<file path="src/rtl/bk4_seq_adder_pkg.sv">
// Shared constants for the nibble-serial adder: FSM encodings and slice width.
`ifndef BK4_SEQ_ADDER_PKG_SV
`define BK4_SEQ_ADDER_PKG_SV

package bk4_seq_adder_pkg;

    localparam int NIBBLE = 4;

    localparam logic [1:0] ST_IDLE = 2'd0;
    localparam logic [1:0] ST_RUN  = 2'd1;
    localparam logic [1:0] ST_DONE = 2'd2;

    // Number of nibble steps for a given operand width.
    function automatic int nib_steps(input int width);
        return width / NIBBLE;
    endfunction

    // Step-counter width; a single-bit counter is kept for the degenerate case.
    function automatic int step_bits(input int width);
        int n;
        n = width / NIBBLE;
        return (n > 1) ? $clog2(n) : 1;
    endfunction

endpackage

`endif

</file>
<file path="src/rtl/bk4.sv">
// 4-bit Brent-Kung prefix adder slice with group propagate/generate outputs.
module bk4
    import bk4_seq_adder_pkg::*;
(
    input  logic [NIBBLE-1:0] x1,
    input  logic [NIBBLE-1:0] x2,
    input  logic              cin,
    output logic [NIBBLE-1:0] s,
    output logic              cout,
    output logic              p_out,
    output logic              g_out
);

    logic [3:0] p, g;
    logic       g10, p10, g32, p32, g20, p20, g30, p30;
    logic [4:0] c;

    // Prefix tree: pairs first, then the 4-wide span, then the odd fill-in node.
    always_comb begin
        p   = x1 ^ x2;
        g   = x1 & x2;
        g10 = g[1] | (p[1] & g[0]);
        p10 = p[1] & p[0];
        g32 = g[3] | (p[3] & g[2]);
        p32 = p[3] & p[2];
        g30 = g32 | (p32 & g10);
        p30 = p32 & p10;
        g20 = g[2] | (p[2] & g10);
        p20 = p[2] & p10;
        c[0] = cin;
        c[1] = g[0] | (p[0] & cin);
        c[2] = g10 | (p10 & cin);
        c[3] = g20 | (p20 & cin);
        c[4] = g30 | (p30 & cin);
        s     = p ^ c[3:0];
        cout  = c[4];
        p_out = p30;
        g_out = g30;
    end

endmodule

</file>
<file path="src/rtl/bk4_seq_adder.sv">
// Wide add/subtract built from one bk4 slice, one nibble per cycle, LSB first.
module bk4_seq_adder
    import bk4_seq_adder_pkg::*;
#(
    parameter int WIDTH = 32
) (
    input  logic             clk,
    input  logic             rst,
    input  logic             in_valid,
    output logic             in_ready,
    input  logic [WIDTH-1:0] a,
    input  logic [WIDTH-1:0] b,
    input  logic             cin,
    input  logic             sub,
    output logic             out_valid,
    input  logic             out_ready,
    output logic [WIDTH-1:0] sum,
    output logic             cout,
    output logic             ovf,
    output logic             busy
);

    localparam int              N      = nib_steps(WIDTH);
    localparam int              KW     = step_bits(WIDTH);
    localparam logic [KW-1:0]   LAST_K = KW'(N - 1);

    logic [1:0]        state;
    logic [KW-1:0]     k;
    logic [WIDTH-1:0]  a_reg, b_reg, sum_reg;
    logic              carry_reg, ovf_reg;

    logic [NIBBLE-1:0] x1, x2, s;
    logic              s_cout, p_unused, g_unused;
    int                nib_lo;

    // Select the current nibble of each operand for the shared slice.
    always_comb begin
        nib_lo = NIBBLE * int'(k);
        x1     = a_reg[nib_lo +: NIBBLE];
        x2     = b_reg[nib_lo +: NIBBLE];
    end

    bk4 u_slice (
        .x1    (x1),
        .x2    (x2),
        .cin   (carry_reg),
        .s     (s),
        .cout  (s_cout),
        .p_out (p_unused),
        .g_out (g_unused)
    );

    // Control FSM plus operand/result registers; the carry ripples through carry_reg.
    always_ff @(posedge clk) begin
        if (rst) begin
            state     <= ST_IDLE;
            k         <= '0;
            a_reg     <= '0;
            b_reg     <= '0;
            sum_reg   <= '0;
            carry_reg <= 1'b0;
            ovf_reg   <= 1'b0;
        end else begin
            case (state)
                ST_IDLE: begin
                    if (in_valid) begin
                        a_reg     <= a;
                        b_reg     <= sub ? ~b : b;
                        carry_reg <= sub ? 1'b1 : cin;
                        k         <= '0;
                        sum_reg   <= '0;
                        state     <= ST_RUN;
                    end
                end
                ST_RUN: begin
                    sum_reg[nib_lo +: NIBBLE] <= s;
                    carry_reg                 <= s_cout;
                    if (k == LAST_K) begin
                        // Top nibble: overflow when same-sign inputs yield a flipped sign.
                        ovf_reg <= (a_reg[WIDTH-1] == b_reg[WIDTH-1]) &&
                                   (s[NIBBLE-1] != a_reg[WIDTH-1]);
                        state   <= ST_DONE;
                    end else begin
                        k <= k + 1'b1;
                    end
                end
                ST_DONE: begin
                    if (out_ready) state <= ST_IDLE;
                end
                default: state <= ST_IDLE;
            endcase
        end
    end

    assign in_ready  = (state == ST_IDLE);
    assign out_valid = (state == ST_DONE);
    assign busy      = (state != ST_IDLE);
    assign sum       = sum_reg;
    assign cout      = carry_reg;
    assign ovf       = ovf_reg;

endmodule

</file>
<file path="config.mk">
export PLATFORM = sky130hd
export DESIGN_NAME = bk4_seq_adder
export DESIGN_NICKNAME = d
export VERILOG_FILES = /design/src/rtl/bk4_seq_adder_pkg.sv /design/src/rtl/bk4.sv /design/src/rtl/bk4_seq_adder.sv
export SDC_FILE = /design/constraint.sdc
export NUM_CORES = 1
export LEC_CHECK = 0
export ABC_AREA = 1
export BUFFER_PORTS_ARGS = -buffer_cell sky130_fd_sc_hd__buf_2
export CORE_MARGIN = 10
export CORE_UTILIZATION = 32
export DETAILED_ROUTE_END_ITERATION = 12
export PLACE_DENSITY_LB_ADDON = 0.1
export SLEW_MARGIN = 10
export SYNTH_ARGS = -nofsm -noshare
export SYNTH_HDL_FRONTEND = slang
export SYNTH_HIERARCHICAL = 1
export SYNTH_SLANG_ARGS = --single-unit
</file>
<file path="constraint.sdc">
create_clock -name clk -period 3.3 [get_ports clk]
set_clock_uncertainty 0.2 [all_clocks]
set_input_delay 0.66 -clock clk [delete_from_list [all_inputs] [get_ports clk]]
set_output_delay 0.66 -clock clk [all_outputs]
set_load 0.05 [all_outputs]
</file>
======== Word level (Yosys, flattened, before mapping) ========
Index checks and enable logic that the tools add are counted.
storage, ports and cells
  flip-flop bits (word level) ............. 103
  bits of input ports ..................... 70
operators by class
  reductions and logical operators ........ 9
  bitwise gates (word level) .............. 24
  $add $sub $neg .......................... 2
  multiplexer cells ....................... 14
  equality and inequality tests ........... 9
  shift operators ......................... 4
operator list
  kind                     count
  $mux 32                  2
  $pmux 32 s2              1
  $shiftx 32x6->4          2
  $neg 5->33               1
  $shift 4x33->32 const A  1
  $shiftx 4x33->32         1
  $bwmux 32                1
  $not 32->32              1
  $and 1x1->1              12
  $or 1x1->1               8
  $xor 4x4->4              2
  $mux 2                   3
  $mux 3                   2
  $ne 2x2->1 const B       3
  $pmux 2 s3               1
  $pmux 3 s2               1
  $reduce_and 2->1         3
  $reduce_and 3->1         2
  $and 4x4->4              1
  $reduce_bool 2->1        2
  $add 3x1->3 const B      1
  $eq 3x3->1 const B       1
  $eq 2x1->1 const B       1
  $eq 2x2->1 const B       1
  other kinds (7)          8

======== Longest topological paths before layout ========
Gate-level depths: netlist of run 1.
  word-level depth ........................ 11
  gate-level depth with buffers ........... 18
  gate-level depth less buffers ........... 17

======== Modules after synthesis ========
Netlist of run 1, hierarchy kept.
by module, submodules not included
  module         instances  area each (um2)  cells each  sequential area each (um2)
  bk4_seq_adder  1          4753.3           642         2062.0
  bk4            1          210.2            35          0.0

======== Least setup slack after synthesis of run 1 ========
OpenSTA, ideal clock, no wires.
  path type ............................... register to register
  from .................................... register k[1]
  to ...................................... register sum_reg[9] (netlist: sum[9])
  data arrival time ....................... 2286 ps
  buffers on the path ..................... 2
  cell stages (with the launch flop) ...... 14
  clock period less this slack ............ 2557 ps
  setup slack ............................. 743 ps
  library setup time ...................... 70 ps
  data required time ...................... 3030 ps
  path through ............................ dfxtp_1 > buf_2 > clkbuf_1 > o21ai_0 > o22ai_1 > nand2_1 > o211ai_1 > inv_1 > fa_1 > xnor2_1 > nand3_1 > nor2_1 > nand4_1 > a21oi_1
RTL lines
  element                        RTL line             text
  start, declared                bk4_seq_adder.sv:28  logic [KW-1:0] k;
  start signal, assigned         bk4_seq_adder.sv:84  k <= k + 1'b1;
  $shiftx 32x6->4 (*)            bk4_seq_adder.sv:39  x1 = a_reg[nib_lo +: NIBBLE];
  via x1[0]                      bk4_seq_adder.sv:32  logic [NIBBLE-1:0] x1, x2, s;
  $xor 4x4->4                    bk4.sv:20            p = x1 ^ x2;
  $and 1x1->1                    bk4.sv:31            c[1] = g[0] | (p[0] & cin);
  $or 1x1->1 (*)                 bk4.sv:31
  $xor 4x4->4 (*)                bk4.sv:35            s = p ^ c[3:0];
  via s[1]                       bk4_seq_adder.sv:32
  $shiftx 4x33->32 (*)           bk4_seq_adder.sv:76  sum_reg[nib_lo +: NIBBLE] <= s;
  $bwmux 32 (*)                  bk4_seq_adder.sv:76
  $pmux 32 s2 (*)                bk4_seq_adder.sv:64  case (state)
  end signal, assigned by index  bk4_seq_adder.sv:76
  end, declared                  bk4_seq_adder.sv:29  logic [WIDTH-1:0] a_reg, b_reg, sum_reg;
The timed path passes the listed nets; every way through them passes the cells marked *.
A chain may end at the register's enable or synchronous reset.

======== Final worst setup path of run 1 ========
  from .................................... register k[0]
  to ...................................... register sum_reg[25] (netlist: sum[25])
The elaborated chain is that of the path after synthesis.

==> results.md, run 1 <==
- Status: finished, final reports clean
- Critical path class: flop to flop
- DP Area: 5600 µm²
- Post-Synthesis Cells: 676
- Placed Cells incl. Taps: 936
- HP Class: flop to flop
- Crit path max fanout: 23
- Detail Route Antenna Nets: 0
- Root buffer cell: clkbuf_16
- Peak supply drop: 0.000277 V
- Core Area: 15200 µm²
- Tmin final: 2.99 ns
- CTS buffer count: 9
- # diodes: 0
- H-Tree Depth: 3
- Design area: 5910 µm²
- Vert. Die Dim: 144 µm
- Post-CTS Setup Inserts: 0
- Total power: 3.17 mW
- Endpoints failing setup: 0
- Synthesized area per cell: 7.34 µm²
- Sw frac: 0.312
- WL/cell: 15.8 µm
- Critical-path top delay cell: fa_1
- Vias in the first global route: 4683
- Gr ovfl total: 0
- Hold path start: b_reg[22]$_SDFFE_PP0P_
- CP cell instances: inv_4, buf_4, o21ai_0, o22ai_1, nand2_1, o211ai_1, inv_1, fa_1, xnor2_2, nand3_1, nor2_1, nand4_1, a21oi_1
- Reg2reg start: k[0]$_SDFFE_PP0P_
- Clock-pin slew on the worst setup and hold paths: 0.07 ns
- Hold EP: b_reg[22]$_SDFFE_PP0P_
- Cts repair resizes: 0
- Clk Latency, worst-skew pair: 0.35 ns
- Die span in x: 144 µm
- Number of buffers inserted by hold repair at cts: 0
- CTS Sinks: 103
- R2R Setup Slk: 0.31 ns
- Slowest stage delay, CP: 0.45 ns
- Die area: 20900 µm²
- First-pass GRT wire length: 24500 µm
- First DRT Iteration DRCs: 278
- Crit path required time: 3.38 ns
- Largest net degree at the start of global routing: 62
- Internal power: 2.18 mW
- Worst slew margin: 0.546
- P_sw: 0.989 mW
- Combinational share of power: 0.225
- Worst setup SP type: flop
- Routability cong.: 0.861
- Setup_tns: 0 ns
- Detailed Place HPWL: 11100 µm
- Hold Path Depth: 2
- Fmax: 335 MHz
- Initial Utilization: 0.326
- RSZ-0062 raised after global routing: yes
- Row count: 45
- Final slew viol count: 0
- Slew of the pin with the lowest slew margin: 0.679 ns
- YS warnings: 6
- Crit. End Element: flop
- Syn Nets: 756
- Total of max-cap violations: 0
- Detailed-route DRC error count: 0
- DR vias/cell: 4.95
- Initial antenna violation count: 0
- Seq pwr share: 0.432
- Worst EP arrival: 3.07 ns
- Finished Layout Cells: 951
- Hold Fails Final Rpt: 0
- Total Routed Length: 15000 µm
- Post-Syn Area: 4960 µm²
- Clock network power share: 0.343
- Layout cells sized above 1: 0.208
- Total Nets Final: 839
- TritonCTS clock tree: done
- All-layer global routing usage: 0.147
- Worst Reg-to-Reg Cells: 13
- PwrDens: 537 nW/µm²
- TritonRoute pass-1 iters: 5
- Synth-to-Final Area Change: 19.3%
- Ports: 107
- Min Hold Slack: 0.253 ns
- Port Buffers: 106
- # fillers: 1637
- Reg2Reg Capture Point: sum[25]$_SDFFE_PP0P_
- P_leak: 2.49 nW
- Clock Path Buffers: 2
- Via Count: 4704
- Crit share post-route: 0.906
-- routing by layer --
| metal | vias to the layer above | part of all wire | track usage |
|---|---|---|---|
| li1 | 2427 | - | - |
| met1 | 2115 | 0.48 | 0.197 |
| met2 | 147 | 0.44 | 0.224 |
| met3 | 15 | 0.069 | 0.0430 |
| met4 | 0 | 0.013 | 0.0441 |
| met5 | - | 0 | 0 |
-- final cells by class --
class,count,area (µm²),share of cell area
timing repair buffer,117,613,0.104
sequential,103,2060,0.349
inverter,46,175,0.0296
multi-input combinational,482,2530,0.427
clock inverter,3,42.5,0.00719
tap,188,235,0.0398
clock buffer,12,256,0.0434
-- critical path: cells and delay by family, from the launching register on --
family	cells	cell delay (ns)
AOI/OAI and AO/OA	4	0.60
xor gates and xnor gates	1	0.24
adders and majority gates	1	0.45
buffers and inverters	3	0.51
DFF	1	0.35
and+or+nand+nor	4	0.57
-- worst max-delay path by stage --
stage,slack (ns),to,cells after the start,start
finish,0.31,sum[25]$_SDFFE_PP0P_,13,k[0]$_SDFFE_PP0P_
global route,-0.01,sum[11]$_SDFFE_PP0P_,14,k[2]$_SDFFE_PP0P_
CTS,0.14,sum[25]$_SDFFE_PP0P_,13,k[0]$_SDFFE_PP0P_
detailed placement,0.16,sum[25]$_SDFFE_PP0P_,13,k[0]$_SDFFE_PP0P_
global placement,0.13,sum[25]$_SDFFE_PP0P_,13,k[0]$_SDFFE_PP0P_
floorplan,0.74,sum[9]$_SDFFE_PP0P_,13,k[1]$_SDFFE_PP0P_
-- per-stage QoR --
stage | utilization | worst slack (ns)
6_report | 0.389 | 0.311
5_1_grt | 0.389 | -0.0139
4_1_cts | 0.388 | 0.135
3_5_place_dp | 0.368 | 0.161
3_3_place_gp | 0.368 | 0.134
2_1_floorplan | - | 0.743
-- placed cells by master (no fill, tap or decap), types with 2 or more instances in the layout --
master / count
o21ai_0: 70
or2_0: 4
nand2_1: 60
nand4_1: 14
nor2_1: 121
clkbuf_16: 9
nand3_1: 33
xnor2_1: 15
inv_1: 33
o21ai_1: 18
o211ai_1: 5
dfxtp_1: 102
nor3_1: 4
a21oi_1: 71
a31oi_1: 5
o22ai_1: 3
nor2_4: 2
inv_2: 12
a211oi_1: 16
buf_2: 106
clkbuf_8: 2
nand2_2: 7
xor2_1: 18
buf_4: 11
nor2_2: 3
ha_1: 9
-- power groups by stage --
stage	sequential (mW)	combinational [mW]	clock [mW]
2_1_floorplan	1.39	0.501	0
5_1_grt	1.38	0.809	1.17
6_report	1.37	0.714	1.09
4_1_cts	1.37	0.706	1.12
3_3_place_gp	1.40	0.703	0
3_5_place_dp	1.40	0.701	0
No activity file was read; power rests on OpenSTA's default activity.
==> run 2: changes to the inputs <==
==> constraint.sdc (replaced) <==
create_clock -name clk -period 3 [get_ports clk]
set_clock_uncertainty 0.2 [all_clocks]
set_input_delay 0.6 -clock clk [delete_from_list [all_inputs] [get_ports clk]]
set_output_delay 0.6 -clock clk [all_outputs]
set_load 0.05 [all_outputs]
==> run 2 against run 1 <==
Against the previous run: non-clock buffer count rose by 7; hold slack improved by 0.0019 ns; register-to-register slack got worse by 0.07 ns; die area did not move; critical path type unchanged.
==> results.md, run 2 (same netlist as run 1, synthesis figures left out) <==
- Vert. Die Dim: 144 µm (unchanged)
- Status: finished, final reports clean
- Synth-to-Final Area Change: 21.0%
- Worst EP arrival: 2.85 ns (-0.22 ns)
- Tmin final: 2.76 ns (-0.230 ns)
- Instance count on the critical path: 16 (+3)
- Crit path max fanout: 19 (-17%)
- Via Count: 4795 (+1.9%)
- Commonest non-fill, non-tap cell in the layout: nor2_1
- Total Nets Final: 846 (+0.83%)
- HP Class: flop to flop
- Hold Fails Final Rpt: 0 (unchanged)
- Largest net degree at the start of global routing: 50 (-19%)
- Reg2Reg Capture Point: sum[23]$_SDFFE_PP0P_
- Crit share post-route: 0.920 (+0.0139)
- Met3 Wirelength: 1200 µm (+15%)
- Clk Latency, worst-skew pair: 0.36 ns (about the same)
- Crit. End Element: flop
- TritonRoute pass-1 iters: 5 (unchanged)
- DP Area: 5670 µm² (+1.3%)
- Final WS setup: 0.241 ns (-0.0699 ns)
- Reg2reg start: k[0]$_SDFFE_PP0P_
- Critical-path top delay cell: dfxtp_2
- Origin of the worst setup path: k[0]$_SDFFE_PP0P_
- CP cell instances: buf_4, a21oi_1, o21ai_0, nand2_1, nor2_1, a31oi_1, ha_1, nand2_1, inv_2, nand3_1, nand4_1, nand2_2, nand3_1, nor2_1, nand2_1, a21oi_1
- Worst Reg-to-Reg Cells: 16 (+3)
- Finished Layout Cells: 959 (+0.84%)
- Placed Cells incl. Taps: 941 (+0.53%)
- Die area: 20900 µm² (unchanged)
- Most used cell, CP: nand2_1
- CTS Sinks: 103 (unchanged)
- Total Routed Length: 15200 µm (+1.4%)
- Sequential cell area: 2060 µm² (about the same)
- Design area: 6000 µm² (+1.5%)
- Endpoints failing setup: 0 (unchanged)
- All-layer global routing usage: 0.148 (+0.000911)
- Most frequent cells in the layout: 120 x nor2_1, 106 x buf_2, 101 x dfxtp_1
- DR vias/cell: 5.00 (+1.1%)
- Met2 routed WL: 6800 µm (+3.1%)
- Gr ovfl total: 0 (unchanged)
- # fillers: 1637 (unchanged)
- Initial Utilization: 0.326 (unchanged)
- # diodes: 0 (unchanged)
- Vias in the first global route: 4765 (+1.8%)
- R2R Setup Slk: 0.24 ns (-0.07 ns)
- Ports: 107 (unchanged)
- Setup_tns: 0 ns (unchanged)
- First DRT Iteration DRCs: 325 (+17%)
- Root buffer cell: clkbuf_16
- Row count: 45 (unchanged)
- Detailed-route DRC error count: 0 (unchanged)
- TritonCTS clock tree: done
- Family with the most delay on the worst path: simple AND/OR/NAND/NOR gates
- Footprint of the multi-input gates: 2530 µm² (+0.30%)
- Die span in x: 144 µm (unchanged)
- Buf+Inv Stages, Crit Path: 2 (-1)
- Worst slew margin: 0.566 (+0.0198)
- CTS buffer count: 9 (unchanged)
- Fmax: 362 MHz (+8.3%)
- P_leak: 2.53 nW (+1.6%)
- First-pass GRT wire length: 24400 µm (-0.45%)
- Worst setup SP type: flop
- Total of max-cap violations: 0 (unchanged)
- Clock-pin slew on the worst setup and hold paths: 0.07 ns (about the same)
- End point of the critical path: sum[23]$_SDFFE_PP0P_
- Fin util: 0.395 (+0.00568)
- Final slew viol count: 0 (unchanged)
- Slew of the pin with the lowest slew margin: 0.650 ns (-0.0295 ns)
- Wl on met1: 7040 µm (-2.0%)
- Slowest stage delay, CP: 0.35 ns (-0.10 ns)
- Detail Route Antenna Nets: 0 (unchanged)
- Detailed Place HPWL: 11400 µm (+2.7%)
- Critical path class: flop to flop
- Routability cong.: 0.858 (-0.31%)
- Crit path required time: 3.09 ns (-0.29 ns)
- RSZ-0062 raised after global routing: no
- Core Area: 15200 µm² (unchanged)
- PwrDens: 575 nW/µm² (+7.1%)
- H-Tree Depth: 3 (unchanged)
- Peak supply drop: 0.000322 V (+16%)
- WL/cell: 15.9 µm (+0.59%)
- Port Buffers: 106 (unchanged)
- Layout cells sized above 1: 0.222 (+0.0134)
- Worst slack at placement: 0.0462 ns (-0.115 ns)
- Clock Path Buffers: 2 (unchanged)
- Initial antenna violation count: 0 (unchanged)
- Uppermost layer routed: met4
==> run 2: cell types whose count changed in the layout (fill, tap and decap cells not counted), sizes merged <==
| cell | change |
|---|---|
| clkinvlp | +1 |
| bufinv | -1 |
| clkbuf | -1 |
| buf | +7 |
| clkinv | +2 |
==> run 2: metal layers <==
| metal | vias to the layer above | global-route usage |
|---|---|---|
| met1 | 2185 | 0.192 |
| met3 | 16 | 0.0512 |
| met4 | 0 | 0.0388 |
| met5 | - | 0 |
| met2 | 159 | 0.230 |
| li1 | 2435 | - |
==> run 2: power by group <==
part / switching (mW) / internal [mW]
clock network: 0.518 / 0.584
logic: 0.541 / 0.299
registers: 0.0511 / 1.45
==> run 2: worst min-delay path: stages, from the launching register on <==
cell and delay, ns:
dfxtp_1 0.31, nand2_1 0.06, a21oi_1 0.05
==> run 2: worst min-delay path by stage <==
stage / from / endpoint / slack, ns / cells after the start
floorplan: b_reg[21]$_SDFFE_PP0P_ / b_reg[21]$_SDFFE_PP0P_ / 0.23 / 2
finish: sum[12]$_SDFFE_PP0P_ / sum[12]$_SDFFE_PP0P_ / 0.26 / 2
global route: a[14] / a_reg[14]$_SDFFE_PP0P_ / 0.26 / 3
global placement: b_reg[23]$_SDFFE_PP0P_ / b_reg[23]$_SDFFE_PP0P_ / 0.24 / 2
detailed placement: sum[12]$_SDFFE_PP0P_ / sum[12]$_SDFFE_PP0P_ / 0.25 / 2
CTS: a[10] / a_reg[10]$_SDFFE_PP0P_ / 0.25 / 3
==> run 2: final cells by class <==
cell class / instances / area share
clock buffers: 11 / 0.0405
repair buffers: 124 / 0.118
clock inverters: 5 / 0.00563
multi-input cells: 482 / 0.423
well taps: 188 / 0.0392
flip-flops and latches: 103 / 0.344
inverters: 46 / 0.0296
==> run 2: timing repair <==
item                                    4_1_cts  5_1_grt
setup buffers                                 0        2
hold buffers                                  0        0
endpoints found under the setup margin        0       22
resized for setup                             0       12
==> run 2: stage by stage <==
| stage | hold WS [ns] | power (mW) |
|---|---|---|
| 2_1_floorplan | 0.230 | 2.08 |
| 3_3_place_gp | 0.243 | 2.32 |
| 3_5_place_dp | 0.252 | 2.32 |
| 4_1_cts | 0.249 | 3.44 |
| 5_1_grt | 0.262 | 3.65 |
| 6_report | 0.255 | 3.45 |
